File: src/rtl/pattern_detector.sv
// -----------------------------------------------------------------------------
// pattern_detector
//   Serial bit-pattern detector. Sampled bits are shifted into a PAT_LEN-bit
//   history register. A fill counter tracks how many valid bits the history
//   holds. A match fires when the history is full and equals the
//   (run-time loadable) pattern register. The match pulse is registered.
//
//   Optional feature: define PATTERN_DETECTOR_CNT_EN to build the saturating
//   match counter. Without it, match_cnt is tied to 0 and cnt_clr is ignored.
//
// Parameters
//   PAT_LEN  pattern length in bits (2..16)
//   PATTERN  reset-time pattern, MSB = first bit received
//   CNT_W    match counter width (1..16)
//
// Ports
//   clk        rising-edge clock
//   rst_n      asynchronous active-low reset
//   en         sample `in` on this edge
//   in         serial data bit
//   overlap    1 = overlapping detection, 0 = non-overlapping
//   pat_load   load `pat` into the pattern register (discards this edge's bit)
//   pat        new pattern value, MSB first-received
//   cnt_clr    synchronous clear of match_cnt (wins over a same-edge match)
//   out        registered one-cycle match pulse
//   match_cnt  saturating match count
// -----------------------------------------------------------------------------
module pattern_detector #(
  parameter int                 PAT_LEN = 4,
  parameter logic [PAT_LEN-1:0] PATTERN = 4'b0110,
  parameter int                 CNT_W   = 8
) (
  input  logic               clk,
  input  logic               rst_n,
  input  logic               en,
  input  logic               in,
  input  logic               overlap,
  input  logic               pat_load,
  input  logic [PAT_LEN-1:0] pat,
  input  logic               cnt_clr,
  output logic               out,
  output logic [CNT_W-1:0]   match_cnt
);

  localparam int                FILL_W   = $clog2(PAT_LEN + 1);
  localparam logic [FILL_W-1:0] FILL_MAX = FILL_W'(PAT_LEN);
  localparam logic [FILL_W-1:0] FILL_ONE = FILL_W'(1);

  logic [PAT_LEN-1:0] hist_q, hist_d;
  logic [PAT_LEN-1:0] pat_q,  pat_d;
  logic [FILL_W-1:0]  fill_q, fill_d;
  logic               out_q,  out_d;

  logic [PAT_LEN-1:0] hist_shift_s;
  logic [FILL_W-1:0]  fill_inc_s;
  logic               match_s;

  // Match evaluation on the post-shift history and post-increment fill.
  always_comb begin
    hist_shift_s = {hist_q[PAT_LEN-2:0], in};
    if (fill_q == FILL_MAX) begin
      fill_inc_s = FILL_MAX;
    end else begin
      fill_inc_s = fill_q + FILL_ONE;
    end
    match_s = en & ~pat_load & (fill_inc_s == FILL_MAX) & (hist_shift_s == pat_q);
  end

  // Next-state for history, fill, pattern and the match pulse.
  always_comb begin
    hist_d = hist_q;
    fill_d = fill_q;
    pat_d  = pat_q;
    out_d  = 1'b0;
    if (pat_load) begin
      // The bit presented on a load edge is dropped; the history restarts.
      pat_d  = pat;
      fill_d = {FILL_W{1'b0}};
    end else if (en) begin
      hist_d = hist_shift_s;
      out_d  = match_s;
      if (match_s && !overlap) begin
        fill_d = {FILL_W{1'b0}};
      end else begin
        fill_d = fill_inc_s;
      end
    end else begin
      // Gap cycle: partial sequence is preserved, no pulse.
      out_d = 1'b0;
    end
  end

  // Detector state registers.
  always_ff @(posedge clk or negedge rst_n) begin
    if (!rst_n) begin
      hist_q <= {PAT_LEN{1'b0}};
      fill_q <= {FILL_W{1'b0}};
      pat_q  <= PATTERN;
      out_q  <= 1'b0;
    end else begin
      hist_q <= hist_d;
      fill_q <= fill_d;
      pat_q  <= pat_d;
      out_q  <= out_d;
    end
  end

  assign out = out_q;

`ifdef PATTERN_DETECTOR_CNT_EN
  localparam logic [CNT_W-1:0] CNT_MAX = {CNT_W{1'b1}};
  localparam logic [CNT_W-1:0] CNT_ONE = CNT_W'(1);

  logic [CNT_W-1:0] cnt_q, cnt_d;

  // Saturating counter next-state; clear has priority over a match.
  always_comb begin
    if (cnt_clr) begin
      cnt_d = {CNT_W{1'b0}};
    end else if (match_s && (cnt_q != CNT_MAX)) begin
      cnt_d = cnt_q + CNT_ONE;
    end else begin
      cnt_d = cnt_q;
    end
  end

  // Match counter register.
  always_ff @(posedge clk or negedge rst_n) begin
    if (!rst_n) begin
      cnt_q <= {CNT_W{1'b0}};
    end else begin
      cnt_q <= cnt_d;
    end
  end

  assign match_cnt = cnt_q;
`else
  logic cnt_clr_unused_s;

  assign cnt_clr_unused_s = cnt_clr;
  assign match_cnt        = {CNT_W{1'b0}};
`endif

endmodule

File: config.mk
export PLATFORM = sky130hd
export DESIGN_NAME = pattern_detector
export DESIGN_NICKNAME = d
export VERILOG_FILES = /design/src/rtl/pattern_detector.sv
export SDC_FILE = /design/constraint.sdc
export NUM_CORES = 1
export LEC_CHECK = 0
export CAP_MARGIN = 5
export CORE_AREA = 8 8 46 48
export CTS_CLUSTER_DIAMETER = 200
export DETAILED_ROUTE_END_ITERATION = 10
export DIE_AREA = 0 0 54 56
export GPL_TIMING_DRIVEN = 0
export HOLD_SLACK_MARGIN = 0.02
export PLACE_DENSITY = 0.77
export SLEW_MARGIN = 20
export SYNTH_ARGS = -nofsm -noshare
export SYNTH_HDL_FRONTEND = slang
export SYNTH_SLANG_ARGS = --single-unit
File: constraint.sdc
create_clock -name clk -period 4.2 [get_ports clk]
set_input_delay 0.84 -clock clk [delete_from_list [all_inputs] [get_ports clk]]
set_output_delay 0.84 -clock clk [all_outputs]
set_load 0.05 [all_outputs]
==> results.md, run 1 <==
* Synth cell types at 22
* CTS buffer count at 3
* Input/output buffers at 9
* Post-route clock skew at 2.69 ps
* Die Wd at 54 um
* Max-Cap Viols at 0
* Rows at 14
* Status: finished clean
* Slowest-stage cell, CP: clkdlybuf4s50_1
* Share of layout cells above drive strength 1 at 0.301
* Clock Tree Buf Depth at 2
* Cell Chain, Critical Path: clkdlybuf4s50_1
* Core footprint at about 0.0014 mm^2
* Final WL at between 1 and 1.5 mm
* Leak at 0.000375 uW
* Setup Fix Bufs, Post-CTS at 0
* Register-to-Register Path Depth at 5
* Setup tns final at 0 ps
* Crit-path leading delay family: buffers and inverters
* Worst hold start: pat_q[0]$_DFFE_PN0P_
* Post_cts resized at 0
* Critical Path AT at 1380 ps
* ANT cells at 0
* Final hold violation count at 0
* Clock root buffer: clkbuf_4
* Pwr Total at about 270 uW
* Gr ovfl total at 0
* DRT iter0 DRCs at 0
* Register area share after synthesis at 0.452
* Post-Syn Area at 614 um^2
* RR Endpoint: out$_DFF_PN0_
* Clk slew on worst S/H paths at 70 ps
* Total track usage at 0.0766
* Detailed Place HPWL at 844 um
* Post-synthesis cell count at 53
* Core Util, Final at 0.541
* Fmax at roughly 450 MHz
* Slowest cell delay on critical path at 790 ps
* CP Launch Type: flip-flop
* First-pass GRT wire length at roughly 1.8 mm
* GPL Wtd Cong at around 0.68
* Minimum clock period at 2220 ps
* CTS Hold Bufs at 0
* Initial antenna violation count at 0
* Area Growth Syn to Fin at 26.5%
* Vert. Die Dim at 56 um
* Syn_area_per_cell at 11.6 um^2
* Clock Latency Late Sink at 270 ps
* Worst EP required at 3360 ps
* Initial Util at 0.428
* Levels on crit path at 1
* TritonRoute pass-1 iters at 1
* Final Cycle Share at 0.528
* H-tree Lvls at 1
* Peak VDD IR at 0.285 mV
* Hold Path Cell Cnt at 1
* CP Buf/Inv Count at 1
* Vias in the first global route at 430
* RSZ-0062 raised after global routing: no
* Flops & latches, synth at 11
* Min-Delay Path Class: reg2reg
* Setup violations, final at 0
* CTS tree: done
* Flop-to-flop setup slack at 2720 ps
* Fraction of registers with async set/reset at 1.00
* Clock sinks at 11
* EDFF count, synth at 0
* Worst-path maximum fanout at 1
* Vias per cell at 4.60
* Hold Path End: pat_q[0]$_DFFE_PN0P_
* Top_reg_cell synth: dfrtp_1
* Remaining DRCs at 0
* Reg-to-reg startpoint: fill_q[0]$_DFFE_PN0P_
* Ports at 20
* Largest net degree at the start of global routing at 12
* Via count at 409
* Die ar. at 0.00302 mm^2
* Kind of critical path: reg2out
* Nets at 87
* DR WL/cell at 11.4 um
* Post-route ant nets at 0
* Cell area power density at 343 mW/mm^2
* Worst setup EP type: primary output
* Synth Warn # at 0
* Final Slew Violations at 0
[layer usage]
metal	wire (um)	track usage	up-vias	part of all wire
li1	-	-	204	-
met1	399	0.0769	188	0.39
met2	500	0.126	13	0.49
met3	88	0.0241	4	0.086
met4	30	0.0528	0	0.029
met5	0	0	-	0
[report_power, final]
part           switching [uW]  internal (uW)  leakage [uW]
Combinational            33.8           31.2      0.000226
Sequential               9.62            120      0.000134
Clock                    35.3           36.7     0.0000150
Total                    78.7            188      0.000375
[synthesized netlist by cell type, types with 2 or more instances]
| master | instances | area share |
|---|---|---|
| dfrtp_1 | 9 | 0.37 |
| xor2_1 | 4 | 0.057 |
| a21oi_1 | 2 | 0.016 |
| mux2_2 | 7 | 0.13 |
| buf_4 | 8 | 0.098 |
| nor2_1 | 3 | 0.018 |
| ha_1 | 2 | 0.041 |
| and3b_1 | 2 | 0.029 |
| inv_1 | 2 | 0.012 |
| dfstp_2 | 2 | 0.086 |
[registers in the layout, indices dropped and copies added (netlist names)]
signal  flops
fill_q      3
hist_q      3
out         1
pat_q       4
[worst max path at each step]
stage	slack [ps]	endpoint	from
finish	1980	out	out$_DFF_PN0_
global route	1930	out	out$_DFF_PN0_
CTS	1970	out	out$_DFF_PN0_
detailed placement	1990	out$_DFF_PN0_	en
global placement	1990	out$_DFF_PN0_	en
floorplan	2470	out$_DFF_PN0_	pat_load
[through the flow]
stage,setup WS (ps),area [um^2],hold WS (ps),std cells
6_report,1980,777,533,89
3_5_place_dp,1990,751,519,85
4_1_cts,1970,777,535,89
5_1_grt,1930,777,553,89
2_1_floorplan,2470,641,499,60
3_3_place_gp,1990,751,511,85
[area by class of cell]
| type | instances | area [um^2] |
|---|---|---|
| Multi-Input combinational cell | 38 | 284 |
| Sequential cell | 11 | 278 |
| Clock buffer | 4 | 26.3 |
| Buffer | 9 | 71.3 |
| Timing Repair Buffer | 9 | 90.1 |
| Inverter | 2 | 7.51 |
| Fill cell | 144 | 659 |
| Tap cell | 16 | 20.0 |
[logic make-up (layout without fill, tap and decap cells)]
logic type | after synthesis | after routing | share of synthesized area
AND/OR/NAND/NOR | 13 | 13 | 0.143
flip-flops | 11 | 11 | 0.452
buffers and inverters | 11 | 24 | 0.128
multiplexers | 8 | 8 | 0.145
XOR/XNOR | 4 | 4 | 0.0570
AO/OA/AOI/OAI | 3 | 3 | 0.0285
adder cells (fa/ha/maj) | 2 | 2 | 0.0407
other | 1 | 8 | 0.00610
[cells in the final DEF, fill, tap and decap left out, drive strengths merged]
cell type / synthesis / final
dfstp: 2 / 2
a21oi: 2 / 2
conb: 1 / 8
mux2i: 1 / 1
nand2b: 2 / 2
inv: 2 / 2
nor2: 3 / 3
dfrtp: 9 / 9
clkdlybuf4s50: 0 / 9
or3b: 1 / 1
nand2: 1 / 1
nor4: 1 / 1
or3: 1 / 1
and3b: 2 / 2
nand3: 1 / 1
nor4b: 1 / 1
xor2: 4 / 4
a22oi: 1 / 1
mux2: 7 / 7
clkbuf: 0 / 4
buf: 9 / 9
ha: 2 / 2
(Power assumes the default switching activity.)
==> run 2: changes to the inputs <==
--- a/config.mk
+++ b/config.mk
@@ -6,13 +6,13 @@
 export NUM_CORES = 1
 export LEC_CHECK = 0
 export CAP_MARGIN = 5
-export CORE_AREA = 8 8 46 48
+export CORE_AREA = 8 8 49 51
 export CTS_CLUSTER_DIAMETER = 200
 export DETAILED_ROUTE_END_ITERATION = 10
-export DIE_AREA = 0 0 54 56
+export DIE_AREA = 0 0 57 59
 export GPL_TIMING_DRIVEN = 0
 export HOLD_SLACK_MARGIN = 0.02
-export PLACE_DENSITY = 0.77
+export PLACE_DENSITY = 0.7
 export SLEW_MARGIN = 20
 export SYNTH_ARGS = -nofsm -noshare
 export SYNTH_HDL_FRONTEND = slang
==> constraint.sdc (replaced) <==
create_clock -name clk -period 2 [get_ports clk]
set_input_delay 0.4 -clock clk [delete_from_list [all_inputs] [get_ports clk]]
set_output_delay 0.4 -clock clk [all_outputs]
set_load 0.05 [all_outputs]
==> run 2 against run 1 <==
Against the previous run: critical path depth is the same; count of clock-buffer cells in the layout is the same; non-clock buffer count is the same; highest routed layer unchanged; utilization shrank 7.0 points; largest power group unchanged; largest cell class unchanged; die area grew 11%; worst setup slack lost 1800 ps; sequential share of layout area shrank 0.057 points; combinational power grew 110%; cell count grew 1.1%; power grew 110%; clock skew grew 3.8 ps; register-to-register slack lost 2200 ps.
==> results.md, run 2 (same netlist as run 1, synthesis figures left out) <==
* Peak VDD IR at 0.419 mV (was 0.285 mV)
* Final Slew Violations at 0 (unchanged)
* Area Growth Syn to Fin at 26.7% (was 26.5%)
* Setup Fix Bufs, Post-CTS at 0 (unchanged)
* RSZ-0062 raised after global routing: no (unchanged)
* Design Area, Final at 778 um^2 (was 777 um^2)
* GPL Wtd Cong at 0.710 (was 0.683)
* Minimum clock period at 1780 ps
* Post-route ant nets at 0 (unchanged)
* Top reg by flops: pat_q (unchanged)
* Final Cycle Share at 0.889
* Remaining DRCs at 0 (unchanged)
* Cell area power density at 723 mW/mm^2 (was 343 mW/mm^2)
* Input/output buffers at 9 (unchanged)
* Vert. Die Dim at 59 um (was 56 um)
* Status: finished clean (unchanged)
* Max-Cap Viols at 0 (unchanged)
* Critical Path AT at 1380 ps (about the same)
* Clock sinks at 11 (unchanged)
* Max-slew headroom at 0.663
* Worst-margin pin slew at 504 ps
* TritonRoute pass-1 iters at 4 (was 1)
* Rows at 15 (was 14)
* Register area at 278 um^2 (unchanged)
* Hold Path Cell Cnt at 2 (was 1)
* Clock Latency Late Sink at 270 ps (about the same)
* Worst EP required at 1600 ps (was 3360 ps)
* RR Endpoint: out$_DFF_PN0_ (unchanged)
* CP Buf/Inv Count at 1 (unchanged)
* Max reg flops at 4 (unchanged)
* Post-route clock skew at 6.47 ps (was 2.69 ps)
* ANT cells at 0 (unchanged)
* Largest regs: pat_q (4), fill_q (3), hist_q (3) (unchanged)
* Initial antenna violation count at 0 (unchanged)
* Slowest cell delay on critical path at 790 ps (about the same)
* Leak at 0.000375 uW (unchanged)
* Via count at 413 (was 409)
* Clock Tree Buf Depth at 2 (unchanged)
* Cell Chain, Critical Path: clkdlybuf4s50_1 (unchanged)
* Largest net degree at the start of global routing at 12 (unchanged)
* Kind of critical path: reg2out (unchanged)
* # fillers at 176 (was 144)
* DRT iter0 DRCs at 4 (was 0)
* Die Wd at 57 um (was 54 um)
* Die ar. at 0.00336 mm^2 (was 0.00302 mm^2)
* Area of placed instances at 752 um^2 (was 751 um^2)
* Clk slew on worst S/H paths at 70 ps (about the same)
* Min-Delay Path Class: in2reg (was reg2reg)
* H-tree Lvls at 1 (unchanged)
* Gr ovfl total at 0 (unchanged)
* Total track usage at 0.0658 (was 0.0766)
* Final WL at 1.06 mm (was 1.02 mm)
* Vias in the first global route at 401 (was 430)
* GRT met1 Usage at 0.0689 (was 0.0769)
* Setup violations, final at 0 (unchanged)
* Met3 Usage GRT at 0.0408 (was 0.0241)
* Slowest-stage cell, CP: clkdlybuf4s50_1 (unchanged)
* Clock root buffer: clkbuf_4 (unchanged)
* Hold Path End: fill_q[0]$_DFFE_PN0P_ (was pat_q[0]$_DFFE_PN0P_)
* Post_cts resized at 0 (unchanged)
* Nets at 87 (unchanged)
* CP Launch Type: flip-flop (unchanged)
* First-pass GRT wire length at 1.70 mm (was 1.76 mm)
* CTS buffer count at 3 (unchanged)
* Critical Path Start: out$_DFF_PN0_ (unchanged)
* Flop-to-flop setup slack at 480 ps (was 2720 ps)
* Ports at 20 (unchanged)
* CTS tree: done (unchanged)
* Final hold violation count at 0 (unchanged)
* Worst setup EP type: primary output (unchanged)
* Initial Util at 0.372 (was 0.428)
* Area of the multi-input gates at 284 um^2 (unchanged)
* CTS Hold Bufs at 0 (unchanged)
* Commonest non-fill, non-tap cells in the layout: dfrtp_1, clkdlybuf4s50_1, buf_4, conb_1, mux2_2 (unchanged)
* Crit-path leading delay family: buffers and inverters (unchanged)
* Core footprint at 0.00165 mm^2 (was 0.00144 mm^2)
* Fmax at 562 MHz
* Reg-to-reg startpoint: fill_q[0]$_DFFE_PN0P_ (unchanged)
* Share of layout cells above drive strength 1 at 0.301 (unchanged)
* DR WL/cell at 11.8 um (was 11.4 um)
* Met2 Resource Use GR at 0.0977 (was 0.126)
* Register-to-Register Path Depth at 5 (unchanged)
* Vias per cell at 4.59 (was 4.60)
* Worst-path maximum fanout at 1 (unchanged)
* Gr busiest metal: met2 (unchanged)
* Worst hold start: pat_load (was pat_q[0]$_DFFE_PN0P_)
* Setup tns final at 0 ps (unchanged)
run 2: cell counts in the layout (fill, tap and decap cells not counted):
Identical to the previous run, type by type.
run 2: area by class of cell:
class | instances | share of cell area
plain buffers | 9 | 0.0916
clock buffers | 4 | 0.0338
inverters | 2 | 0.00965
multi-input cells | 38 | 0.365
flip-flops and latches | 11 | 0.357
well taps | 17 | 0.0273
repair buffers | 9 | 0.116
run 2: routing by layer:
metal / routed length, um / vias up
li1: - / 202
met1: 441 / 188
met2: 487 / 19
met3: 107 / 4
met4: 21 / 0
met5: 0 / -
run 2: worst max path at each step:
| stage | endpoint | slack [ps] | cells after the start |
|---|---|---|---|
| final | out | 220 | 1 |
| after global routing | out | 180 | 1 |
| after CTS | out | 200 | 1 |
| after detailed placement | out$_DFF_PN0_ | 220 | 4 |
| after global placement | out$_DFF_PN0_ | 230 | 4 |
| after floorplan | out$_DFF_PN0_ | 600 | 5 |
run 2: power breakdown:
group          internal, uW  switching (uW)
clock network          77.2            76.6
logic                  65.4            72.2
registers               252            19.6
run 2: stage by stage:
step / instances / setup slack, ps / total power, uW / hold WS [ps] / util
after floorplan: 60 / 604 / 376 / 104 / -
after global placement: 86 / 229 / 409 / 510 / 0.455
after detailed placement: 86 / 218 / 413 / 519 / 0.455
after CTS: 90 / 205 / 568 / 320 / 0.471
after global routing: 90 / 184 / 589 / 328 / 0.471
final: 90 / 222 / 563 / 323 / 0.471
==> run 3: changes to the inputs <==
--- a/config.mk
+++ b/config.mk
@@ -6,10 +6,10 @@
 export NUM_CORES = 1
 export LEC_CHECK = 0
 export CAP_MARGIN = 5
-export CORE_AREA = 8 8 49 51
+export CORE_AREA = 3 3 44 46
 export CTS_CLUSTER_DIAMETER = 200
 export DETAILED_ROUTE_END_ITERATION = 10
-export DIE_AREA = 0 0 57 59
+export DIE_AREA = 0 0 47 49
 export GPL_TIMING_DRIVEN = 0
 export HOLD_SLACK_MARGIN = 0.02
 export PLACE_DENSITY = 0.7
==> run 3 against run 2 <==
Against the previous run: utilization grew 3.3 points; clock skew shrank 2.4 ps; highest routed layer unchanged; power shrank 2.2%; wire length shrank 20%; critical path depth is the same; critical path type unchanged; cell count shrank 1.1%; worst setup slack gained 2.2 ps.
==> results.md, run 3 (same netlist as run 1, synthesis figures left out) <==
* Nets at 87 (unchanged)
* Largest regs: pat_q (4), fill_q (3), hist_q (3) (unchanged)
* Ports at 20 (unchanged)
* Largest net degree at the start of global routing at 12 (unchanged)
* Gr ovfl total at 0 (unchanged)
* Core Util, Final at 0.504 (was 0.471)
* Input/output buffers at 9 (unchanged)
* CP Launch Type: flip-flop (unchanged)
* Top reg by flops: pat_q (unchanged)
* Rows at 14 (was 15)
* Clock group share of total power at 0.265 (was 0.273)
* Max-Cap Viols at 0 (unchanged)
* Net switching power at 156 uW (was 168 uW)
* Commonest non-fill, non-tap cells in the layout: dfrtp_1, clkdlybuf4s50_1, buf_4, conb_1, mux2_2 (unchanged)
* Gate power share at 0.243 (was 0.245)
* Worst setup EP type: primary output (unchanged)
* Crit-path leading delay family: buffers and inverters (unchanged)
* Critical Path AT at 1380 ps (about the same)
* Slowest-stage cell, CP: clkdlybuf4s50_1 (unchanged)
* Core footprint at 0.00154 mm^2 (was 0.00165 mm^2)
* Vias per cell at 4.51 (was 4.59)
* Setup tns final at 0 ps (unchanged)
* DR WL/cell at 9.54 um (was 11.8 um)
* TritonRoute pass-1 iters at 3 (was 4)
* Final Slew Violations at 0 (unchanged)
* Vias in the first global route at 352 (was 401)
* RSZ-0062 raised after global routing: no (unchanged)
* Remaining DRCs at 0 (unchanged)
* Die Wd at 47 um (was 57 um)
* Setup Fix Bufs, Post-CTS at 0 (unchanged)
* Max reg flops at 4 (unchanged)
* CTS tree: done (unchanged)
* Post_cts resized at 0 (unchanged)
* Met2 Resource Use GR at 0.131 (was 0.0977)
* Gr busiest metal: met2 (unchanged)
* Slowest cell delay on critical path at 790 ps (about the same)
* First-pass GRT wire length at 1.39 mm (was 1.70 mm)
* Initial Util at 0.399 (was 0.372)
* Clock Latency Late Sink at 260 ps (was 270 ps)
* Initial antenna violation count at 0 (unchanged)
* Post-route clock skew at 4.07 ps (was 6.47 ps)
* CTS buffer count at 3 (unchanged)
* DRT iter0 DRCs at 3 (was 4)
* Setup violations, final at 0 (unchanged)
* Post-route ant nets at 0 (unchanged)
* Share of layout cells above drive strength 1 at 0.301 (unchanged)
* Kind of critical path: reg2out (unchanged)
* Final hold violation count at 0 (unchanged)
* GPL Wtd Cong at 0.691 (was 0.710)
* Met3 Usage GRT at 0.0480 (was 0.0408)
* Worst EP required at 1600 ps (about the same)
* Final Cycle Share at 0.888 (was 0.889)
* Clk slew on worst S/H paths at 70 ps (about the same)
* Worst-path maximum fanout at 1 (unchanged)
* Flop pwr share at 0.492 (was 0.482)
* Clock root buffer: clkbuf_4 (unchanged)
* Leak at 0.000375 uW (unchanged)
* Status: finished clean (unchanged)
* Fmax at 563 MHz (was 562 MHz)
* Total track usage at 0.0839 (was 0.0658)
* H-tree Lvls at 1 (unchanged)
* GRT met1 Usage at 0.0928 (was 0.0689)
* ANT cells at 0 (unchanged)
* Minimum clock period at 1780 ps (about the same)
* Cell area power density at 708 mW/mm^2 (was 723 mW/mm^2)
* CTS Hold Bufs at 0 (unchanged)
* Via count at 401 (was 413)
* Final WL at 849 um (was 1.06 mm)
* CP Buf/Inv Count at 1 (unchanged)
* Clock sinks at 11 (unchanged)
* Switching share of power at 0.284 (was 0.299)
* Cell Chain, Critical Path: clkdlybuf4s50_1 (unchanged)
* Min-Delay Path Class: in2reg (unchanged)
* Peak VDD IR at 0.473 mV (was 0.419 mV)
* Internal power at 394 uW (about the same)
* Clock Tree Buf Depth at 2 (unchanged)
* Vert. Die Dim at 49 um (was 59 um)
* Area Growth Syn to Fin at 26.5% (was 26.7%)
* Die ar. at 0.00230 mm^2 (was 0.00336 mm^2)
## run 3: final cells by class
cell class / count / area [um^2]
Fill cell: 157 / 764
Multi-Input combinational cell: 38 / 284
Sequential cell: 11 / 278
Timing Repair Buffer: 9 / 90.1
Buffer: 9 / 71.3
Clock buffer: 4 / 26.3
Tap cell: 16 / 20.0
Inverter: 2 / 7.51
## run 3: power by group through the flow
stage | registers (uW) | logic, uW | clock network [uW]
floorplan | 271 | 105 | 0
global placement | 274 | 134 | 0
detailed placement | 275 | 135 | 0
CTS | 271 | 136 | 153
global route | 275 | 147 | 165
finish | 271 | 134 | 146
## run 3: worst reg2reg max path: stages, from the launching register on
cell and delay [ps]:
dfrtp_1 410, inv_1 90, ha_1 180, and3b_1 170, or3_1 350, and3b_1 220
## run 3: final timing paths
kind                            cells past startpoint  slack [ps]             startpoint                    end
worst min-delay path                                2         330               pat_load  fill_q[0]$_DFFE_PN0P_
max in group asynchronous                           1        1180                  rst_n   pat_q[2]$_DFFE_PN1P_
worst min register to register                      1         530  hist_q[2]$_DFFE_PN0N_  hist_q[2]$_DFFE_PN0N_
worst max register to register                      5         510  fill_q[0]$_DFFE_PN0P_          out$_DFF_PN0_
worst max-delay path                                1         220          out$_DFF_PN0_                    out
min in group asynchronous                           1         470                  rst_n  hist_q[0]$_DFFE_PN0N_
## run 3: stage by stage
| step | power (uW) | area, um^2 | hold slack (ps) | instances | setup slack (ps) |
|---|---|---|---|---|---|
| after floorplan | 376 | 641 | 104 | 60 | 604 |
| after global placement | 408 | 751 | 510 | 85 | 229 |
| after detailed placement | 411 | 751 | 518 | 85 | 207 |
| after CTS | 559 | 777 | 325 | 89 | 207 |
| after global routing | 587 | 777 | 322 | 89 | 169 |
| final | 550 | 777 | 326 | 89 | 224 |
## run 3: metal layers
| layer | wire length [um] | up-vias |
|---|---|---|
| met5 | 0 | - |
| met3 | 101 | 2 |
| met2 | 392 | 14 |
| met4 | 7 | 0 |
| li1 | - | 203 |
| met1 | 347 | 182 |
